$ cat src/rtl/if_fetch_q.sv
// Instruction fetch stage: owns the PC, reads imem, buffers fetched words in a QDEPTH-entry prefetch queue.
// Latency: one edge from fetch to instrD when the queue is empty and decode runs; otherwise the word waits for the pops ahead of it.
// Backpressure: stallD holds the decode register while fetch fills the queue; PC freezes once the queue is full.
module if_fetch_q #(
    parameter int              XLEN     = 32,
    parameter logic [XLEN-1:0] RESET_PC = '0,
    parameter int              IMEM_AW  = 6,
    parameter int              QDEPTH   = 4,
    localparam int             PW       = $clog2(QDEPTH),
    localparam int             CW       = PW + 1
) (
    input  logic               clk,
    input  logic               reset,
    input  logic               stallD,
    input  logic               redirect,
    input  logic [XLEN-1:0]    redirect_pc,
    output logic [IMEM_AW-1:0] imem_addr,
    input  logic [XLEN-1:0]    imem_rdata,
    output logic [XLEN-1:0]    instrD,
    output logic [XLEN-1:0]    pcplus4D,
    output logic               validD,
    output logic [CW-1:0]      q_count
);

    typedef struct packed {
        logic [XLEN-1:0] instr;
        logic [XLEN-1:0] pcplus4;
    } fword_t;

    localparam logic [XLEN-1:0] PC_STEP = XLEN'(4);

    logic [XLEN-1:0] pc_q, pc_d;
    logic [CW-1:0]   cnt_q, cnt_d;
    logic [PW-1:0]   rd_ptr_q, rd_ptr_d;
    logic [PW-1:0]   wr_ptr_q, wr_ptr_d;
    fword_t          dec_q, dec_d;
    logic            valid_q, valid_d;
    fword_t          mem_q [QDEPTH];

    fword_t fetch_w;
    logic   q_empty, q_full, pop, fe, bypass, push, q_we;
    logic   unused_redirect_lsb;

    assign unused_redirect_lsb = ^redirect_pc[1:0];

    always_comb begin
        fetch_w  = '{instr: imem_rdata, pcplus4: pc_q + PC_STEP};
        q_empty  = (cnt_q == '0);
        q_full   = (cnt_q == CW'(QDEPTH));
        pop      = !stallD && !q_empty;
        fe       = !q_full || pop;
        // An empty queue with decode running forwards the fetch word straight to decode.
        bypass   = !stallD && q_empty;
        push     = fe && !bypass;

        pc_d     = pc_q;
        cnt_d    = cnt_q;
        rd_ptr_d = rd_ptr_q;
        wr_ptr_d = wr_ptr_q;
        dec_d    = dec_q;
        valid_d  = valid_q;
        q_we     = 1'b0;

        if (redirect) begin
            pc_d     = {redirect_pc[XLEN-1:2], 2'b00};
            cnt_d    = '0;
            rd_ptr_d = '0;
            wr_ptr_d = '0;
            dec_d    = '0;
            valid_d  = 1'b0;
        end else begin
            if (fe) begin
                pc_d = pc_q + PC_STEP;
            end
            if (push) begin
                q_we     = 1'b1;
                wr_ptr_d = wr_ptr_q + PW'(1);
            end
            if (pop) begin
                rd_ptr_d = rd_ptr_q + PW'(1);
            end
            case ({push, pop})
                2'b10:   cnt_d = cnt_q + CW'(1);
                2'b01:   cnt_d = cnt_q - CW'(1);
                default: cnt_d = cnt_q;
            endcase
            if (!stallD) begin
                dec_d   = pop ? mem_q[rd_ptr_q] : fetch_w;
                valid_d = 1'b1;
            end
        end
    end

    always_ff @(posedge clk or posedge reset) begin
        if (reset) begin
            pc_q     <= RESET_PC;
            cnt_q    <= '0;
            rd_ptr_q <= '0;
            wr_ptr_q <= '0;
            dec_q    <= '0;
            valid_q  <= 1'b0;
        end else begin
            pc_q     <= pc_d;
            cnt_q    <= cnt_d;
            rd_ptr_q <= rd_ptr_d;
            wr_ptr_q <= wr_ptr_d;
            dec_q    <= dec_d;
            valid_q  <= valid_d;
        end
    end

    // Queue storage needs no reset: entries are only read behind a valid count.
    always_ff @(posedge clk) begin
        if (q_we) begin
            mem_q[wr_ptr_q] <= fetch_w;
        end
    end

    assign imem_addr = pc_q[IMEM_AW+1:2];
    assign instrD    = dec_q.instr;
    assign pcplus4D  = dec_q.pcplus4;
    assign validD    = valid_q;
    assign q_count   = cnt_q;

endmodule

$ cat config.mk
export PLATFORM = sky130hd
export DESIGN_NAME = if_fetch_q
export DESIGN_NICKNAME = d
export VERILOG_FILES = /design/src/rtl/if_fetch_q.sv
export SDC_FILE = /design/constraint.sdc
export NUM_CORES = 1
export LEC_CHECK = 0
export BUFFER_PORTS_ARGS = -buffer_cell sky130_fd_sc_hd__buf_2
export CORE_MARGIN = 5
export CORE_UTILIZATION = 41
export CTS_BUF_LIST = sky130_fd_sc_hd__clkbuf_4 sky130_fd_sc_hd__clkbuf_8 sky130_fd_sc_hd__clkbuf_16
export CTS_CLUSTER_SIZE = 10
export DETAILED_ROUTE_END_ITERATION = 8
export SLEW_MARGIN = 15
export SYNTH_ARGS = -nofsm -noshare
export SYNTH_HDL_FRONTEND = slang
export SYNTH_SLANG_ARGS = --single-unit
$ cat constraint.sdc
create_clock -name clk -period 7.35 [get_ports clk]
set_input_delay 1.47 -clock clk [delete_from_list [all_inputs] [get_ports clk]]
set_output_delay 1.47 -clock clk [all_outputs]
set_load 0.03 [all_outputs]
==> flow_metrics.py, run 1 <==
metrics = {
    "global_routing": {
        "overflow": 0,
        "grtUsageTotal_pct": 17.6,
        "antenna_found_initial": 0,
        "grt_max_degree": 87,
        "grt_pass1_wl_um": 54000,
        "grt_pass1_vias": 9069,
    },
    "yosys": {
        "synth.avg_cell_area_um2": 14.5,
        "synth_seq_cells": 349,
        "synth_top_flop_cell": "edfxtp_1",
        "synth_top_cell_area_share_pct": 50.8,
        "yosysTopAreaCell": "edfxtp_1",
        "synth_top_family_by_area": "multiplexers",
        "syn_inst": 1009,
        "synth_top_cells_by_area": "edfxtp_1, dfrtp_1, mux4_2, nand2_1, a221oi_1",
        "synth_compound_area_share_pct": 8.08,
        "synth-xor-area-share_pct": 2.87,
        "yosys.area_share.simple_pct": 7.45,
        "synthAdderAreaFrac_pct": 0.598,
        "syn_area_um2": 14700,
        "yosysWarningCount": 0,
        "synth.most_common_cell": "edfxtp_1",
        "seq_area_frac_synth_pct": 68.1,
        "synthMuxAreaShare_pct": 9.36,
        "syn-num-nets": 1084,
        "async_reset_ff_share_pct": 28.9,
        "synth.distinct_cells": 52,
        "synth_common_cells": "edfxtp_1, nand2_1, dfrtp_1, inv_1, mux4_2",
        "synth_edf_count": 248,
    },
    "pwr": {
        "powerDensity_nw_per_um2": 287,
        "leakagePower_nw": 6.35,
        "ir_drop_v": 0.000147,
        "power_mw": 4.91,
    },
    "timing": {
        "worst_pin_slew_ps": 1040,
        "setup_viol": 0,
        "skew_ps": 18.7,
        "holdWs_ps": 508,
        "relSlewSlack_pct": 30.2,
        "hold_viol_final": 0,
        "grt_setup_unrepaired": "false",
        "post-route-period-util_pct": 49.4,
        "setup-tns-final_ps": 0,
        "fmax_mhz": 276,
        "maxSlewViolCount": 0,
        "period_minus_slack_ps": 3630,
    },
    "floorplan": {
        "row_count": 69,
        "io_pins": 142,
        "start_util_pct": 41.4,
        "fp.dieW_um": 199,
        "die_area_um2": 39600,
        "fp.coreArea_um2": 35400,
        "die_y_um": 199,
    },
    "setup_path": {
        "path_class": "input port to flip-flop",
        "crit_required_ps": 7760,
        "crit_fanout": 86,
        "worstSetupEndpointType": "flip-flop",
        "crit_arrival_ps": 4030,
        "critPathLaunchType": "input port",
    },
    "drt": {
        "vias_per_cell": 5.51,
        "routed_wl_um": 35100,
        "drt-initial-drc-count": 581,
        "vias": 8951,
        "antenna_left": 0,
        "drt_first_pass_iters": 5,
        "wl_per_cell_um": 21.6,
        "route.detailed.drc": 0,
    },
    "clock_network": {
        "path_clk_slew_ps": 60,
        "clock_path_buffers": 3,
        "cts_root_buf": "clkbuf_16",
        "cts_hold_buffers": 0,
        "clkLatencyLatePin_ps": 530,
        "cts_tree": "built",
        "cts_setup_buffers": 0,
        "cts.htree.levels": 2,
        "cts_resized": 0,
        "cts_made_buffers": 41,
        "cts_num_sinks": 349,
    },
    "placed_design": {
        "portBuffers": 139,
        "place_congestion": 0.868,
        "dpl.hpwl_um": 21100,
    },
    "finish": {
        "areaGrowthSynthToFinish_pct": 16.5,
        "insertedDiodeCount": 0,
        "fin_util_pct": 48.2,
        "nets": 1206,
        "layout-drive-gt1-share_pct": 25.5,
    },
    "flow_run": {
        "drv_cap": 0,
    },
    "worst_hold_path": {
        "hp-class": "flip-flop to flip-flop",
    },
    "outcome": {
        "outcome": "complete, no violations",
    },
}
kinds of logic after synthesis:
| family | Yosys count |
|---|---|
| flip-flops | 349 |
| AND/OR/NAND/NOR | 234 |
| buffers and inverters | 126 |
| XOR/XNOR | 48 |
| multiplexers | 72 |
| adder cells (fa/ha/maj) | 7 |
| AO/OA/AOI/OAI | 173 |
area by class of cell:
cell class              instances  area, µm²
fillers                      3098      18300
flip-flops and latches        349       9980
multi-input cells             534       4180
clock buffers                  73       1300
repair buffers                152        798
well taps                     461        577
inverters                      53        201
clock inverters                 2       36.3
critical path: stages:
cell,delay (ps)
buf_4,210
buf_4,760
nand3_1,620
nand2_1,500
nor2_1,80
a222oi_1,310
inv_1,70
worst paths after layout:
kind	startpoint	to	slack, ps	cells after the start
max	stallD	pc_q[12]	3720	7
min	pcplus4D[14]	pcplus4D[14]	510	1
max reg2reg	rd_ptr_q[0]	pcplus4D[14]	4440	5
min reg2reg	pcplus4D[14]	pcplus4D[14]	510	1
max in group asynchronous	reset	rd_ptr_q[0]	4880	3
min in group asynchronous	reset	instrD[1]	1000	2
report_power, final:
group / internal, mW / switching [mW] / total (mW)
logic: 0.205 / 0.376 / 0.582
registers: 2.28 / 0.0829 / 2.36
clock network: 1.21 / 0.759 / 1.96
cell usage in the layout (no fill, tap or decap), drive strengths merged, types with 6 or more instances in the layout:
master	Yosys	layout
edfxtp	248	248
buf	28	152
nand2	114	114
dfrtp	101	101
clkbuf	45	73
inv	52	53
mux4	52	52
a21oi	48	48
a221oi	37	37
nor2	32	32
o21ai	32	32
xnor2	26	26
nand3	26	26
xor2	22	22
mux2i	20	20
nand4	13	13
nor3	11	11
a22oi	10	10
nor4	10	10
and2	9	9
ha	7	7
o22ai	6	6
metrics by stage:
step / cell area [µm²] / setup WS (ps) / cells
after floorplan: 14700 / 3210 / 1009
after global placement: 15700 / 3100 / 1549
after detailed placement: 15700 / 3140 / 1549
after CTS: 17100 / 3680 / 1624
after global routing: 17100 / 3460 / 1624
final: 17100 / 3720 / 1624
state kept, by name (all words and copies together) (netlist names):
register  flops
instrD       32
mem_q       248
pc_q         30
pcplus4D     31
q_count       3
rd_ptr_q      2
validD        1
wr_ptr_q      2
routing by layer:
| layer | global-route usage (%) | share of wire [%] | vias to the layer above |
|---|---|---|---|
| li1 | - | - | 4046 |
| met1 | 25.6 | 45 | 4585 |
| met2 | 28.4 | 48 | 275 |
| met3 | 3.00 | 6.1 | 45 |
| met4 | 3.47 | 1.4 | 0 |
| met5 | 0 | 0 | - |
Note: power is estimated with default switching activity, not from simulation.
==> inputs of run 2 (changes only) <==
- clock period: 7.35 -> 3.5 ns (I/O delays scaled with it)
==> run 2 against run 1 <==
  * Critical path depth shrank 2
  * Via count up 0.40%
  * Sequential cell count did not move
  * Largest cell class unchanged
  * Clock skew grew 3.6 ps
  * First-iteration DRC count is 5.5% lower
  * Register-to-register slack got worse by 3700 ps
  * Sequential share of layout area down 0.51 points
  * Final cell count grew 0.55%
  * Global-route usage increased by 0.29 points
==> flow_metrics.py, run 2 (synthesis results as in run 1) <==
metrics = {
    "outcome": {
        "outcome": "complete, no violations",
    },
    "clock_network": {
        "cts_hold_buffers": 0,
        "clkLatencyLatePin_ps": 530,
        "clock_path_buffers": 3,
        "cts_root_buf": "clkbuf_16",
        "path_clk_slew_ps": 50,
        "cts_num_sinks": 349,
        "cts.htree.levels": 2,
        "cts_made_buffers": 41,
        "cts_tree": "built",
        "cts_resized": 0,
        "cts_setup_buffers": 0,
    },
    "setup_path": {
        "path_cells": "nand4_1 > or4_1 > xnor2_1 > nand2_1 > a31oi_1",
        "r2r-start": "pc_q[6]",
        "crit_fanout": 13,
        "crit_required_ps": 3930,
        "critPathSlowestCell": "or4_1",
        "rrSetupSlack_ps": 740,
        "crit_arrival_ps": 3190,
        "path_class": "flip-flop to flip-flop",
        "critPathMaxStageDelay_ps": 760,
        "r2r-end": "pcplus4D[13]",
        "critPathLaunchType": "flip-flop",
        "worstSetupEndpointType": "flip-flop",
        "reg2reg_depth": 5,
    },
    "drt": {
        "vias_per_cell": 5.50,
        "antenna_left": 0,
        "drt-initial-drc-count": 549,
        "vias": 8987,
        "wl_per_cell_um": 21.7,
        "routed_wl_um": 35500,
        "drt_first_pass_iters": 5,
        "route.detailed.drc": 0,
    },
    "timing": {
        "grt_setup_unrepaired": "false",
        "maxSlewViolCount": 0,
        "period_minus_slack_ps": 2760,
        "setup_viol": 0,
        "relSlewSlack_pct": 42.1,
        "worst_pin_slew_ps": 869,
        "fmax_mhz": 363,
        "skew_ps": 22.3,
        "hold_viol_final": 0,
        "post-route-period-util_pct": 78.8,
        "setup-tns-final_ps": 0,
    },
    "placed_design": {
        "dpl.cell_count": 1558,
        "dpl.hpwl_um": 21600,
        "place_congestion": 0.866,
        "dpl_cell_area_um2": 15900,
        "portBuffers": 139,
    },
    "finish": {
        "areaGrowthSynthToFinish_pct": 17.5,
        "register_area_um2": 9980,
        "final_cell_mix": "edfxtp_1, buf_2, nand2_1, dfrtp_1, mux4_2",
        "final_common_cell": "edfxtp_1",
        "layout-drive-gt1-share_pct": 25.8,
        "insertedDiodeCount": 0,
        "multi_input_area_um2": 4180,
        "finalInstanceArea_um2": 17200,
        "nets": 1215,
        "fin_util_pct": 48.7,
        "max_flop_register": "mem_q",
        "layoutNonFillerInstCount": 1633,
        "largest_register_ff_count": 248,
        "fillers": 3095,
    },
    "floorplan": {
        "start_util_pct": 41.4,
        "fp.coreArea_um2": 35400,
        "io_pins": 142,
        "die_y_um": 199,
        "fp.dieW_um": 199,
        "die_area_um2": 39600,
        "row_count": 69,
    },
    "global_routing": {
        "overflow": 0,
        "grtUsageTotal_pct": 17.9,
        "grt_max_degree": 77,
        "antenna_found_initial": 0,
        "grt_pass1_vias": 9269,
        "grt_pass1_wl_um": 55000,
    },
    "worst_hold_path": {
        "hp-class": "input port to async pin",
    },
    "pwr": {
        "powerDensity_nw_per_um2": 598,
        "ir_drop_v": 0.000326,
        "leakagePower_nw": 6.41,
    },
    "flow_run": {
        "drv_cap": 0,
    },
}
## run 2: cell count changes in the layout (fill, tap and decap cells not counted)
cell,delta
clkinv_1,+2
nor3_1,+1
clkbuf_4,-1
buf_4,+1
buf_12,+8
nor3_2,-1
clkbuf_8,-1
## run 2: area by class of cell
cell class                      instances  share of cell area, %
Tap cell                              461                   3.35
Sequential cell                       349                   57.9
Clock buffer                           71                   7.44
Clock inverter                          4                  0.254
Multi-Input combinational cell        534                   24.2
Inverter                               53                   1.17
Timing Repair Buffer                  161                   5.61
## run 2: worst max path at each step
stage / startpoint / to / slack, ps
2_1_floorplan: redirect / mem_q[0][10] / 130
3_3_place_gp: pc_q[6] / mem_q[0][17] / 890
3_5_place_dp: pc_q[6] / pcplus4D[13] / 780
4_1_cts: pc_q[6] / pcplus4D[13] / 760
5_1_grt: pc_q[6] / pcplus4D[13] / 630
6_report: pc_q[6] / pcplus4D[13] / 740
## run 2: layer usage
layer | GRT usage, % | vias up | wire length [µm]
met5 | 0 | - | 0
met4 | 4.26 | 0 | 646
li1 | - | 4084 | -
met2 | 28.8 | 269 | 17000
met3 | 2.83 | 50 | 2110
met1 | 25.9 | 4584 | 15800
## run 2: metrics by stage
step	total power, mW	worst slack (ps)	hold slack, ps
5_1_grt	10.7	629	248
3_5_place_dp	6.31	782	495
3_3_place_gp	6.29	895	484
6_report	10.3	743	220
2_1_floorplan	5.86	131	515
4_1_cts	10.4	761	227
## run 2: power by group
group          internal (mW)  total, mW  leakage, nW  switching, mW
Clock                   2.50       4.09        0.676           1.60
Sequential              4.78       4.94         3.56          0.162
Combinational          0.461       1.27         2.17          0.810
## run 2: critical path, delay by kind of cell, from the launching register on
family          cells  cell delay, ps
flops               1             540
xor+xnor            1             440
simple gates        3            1470
compound gates      1             210
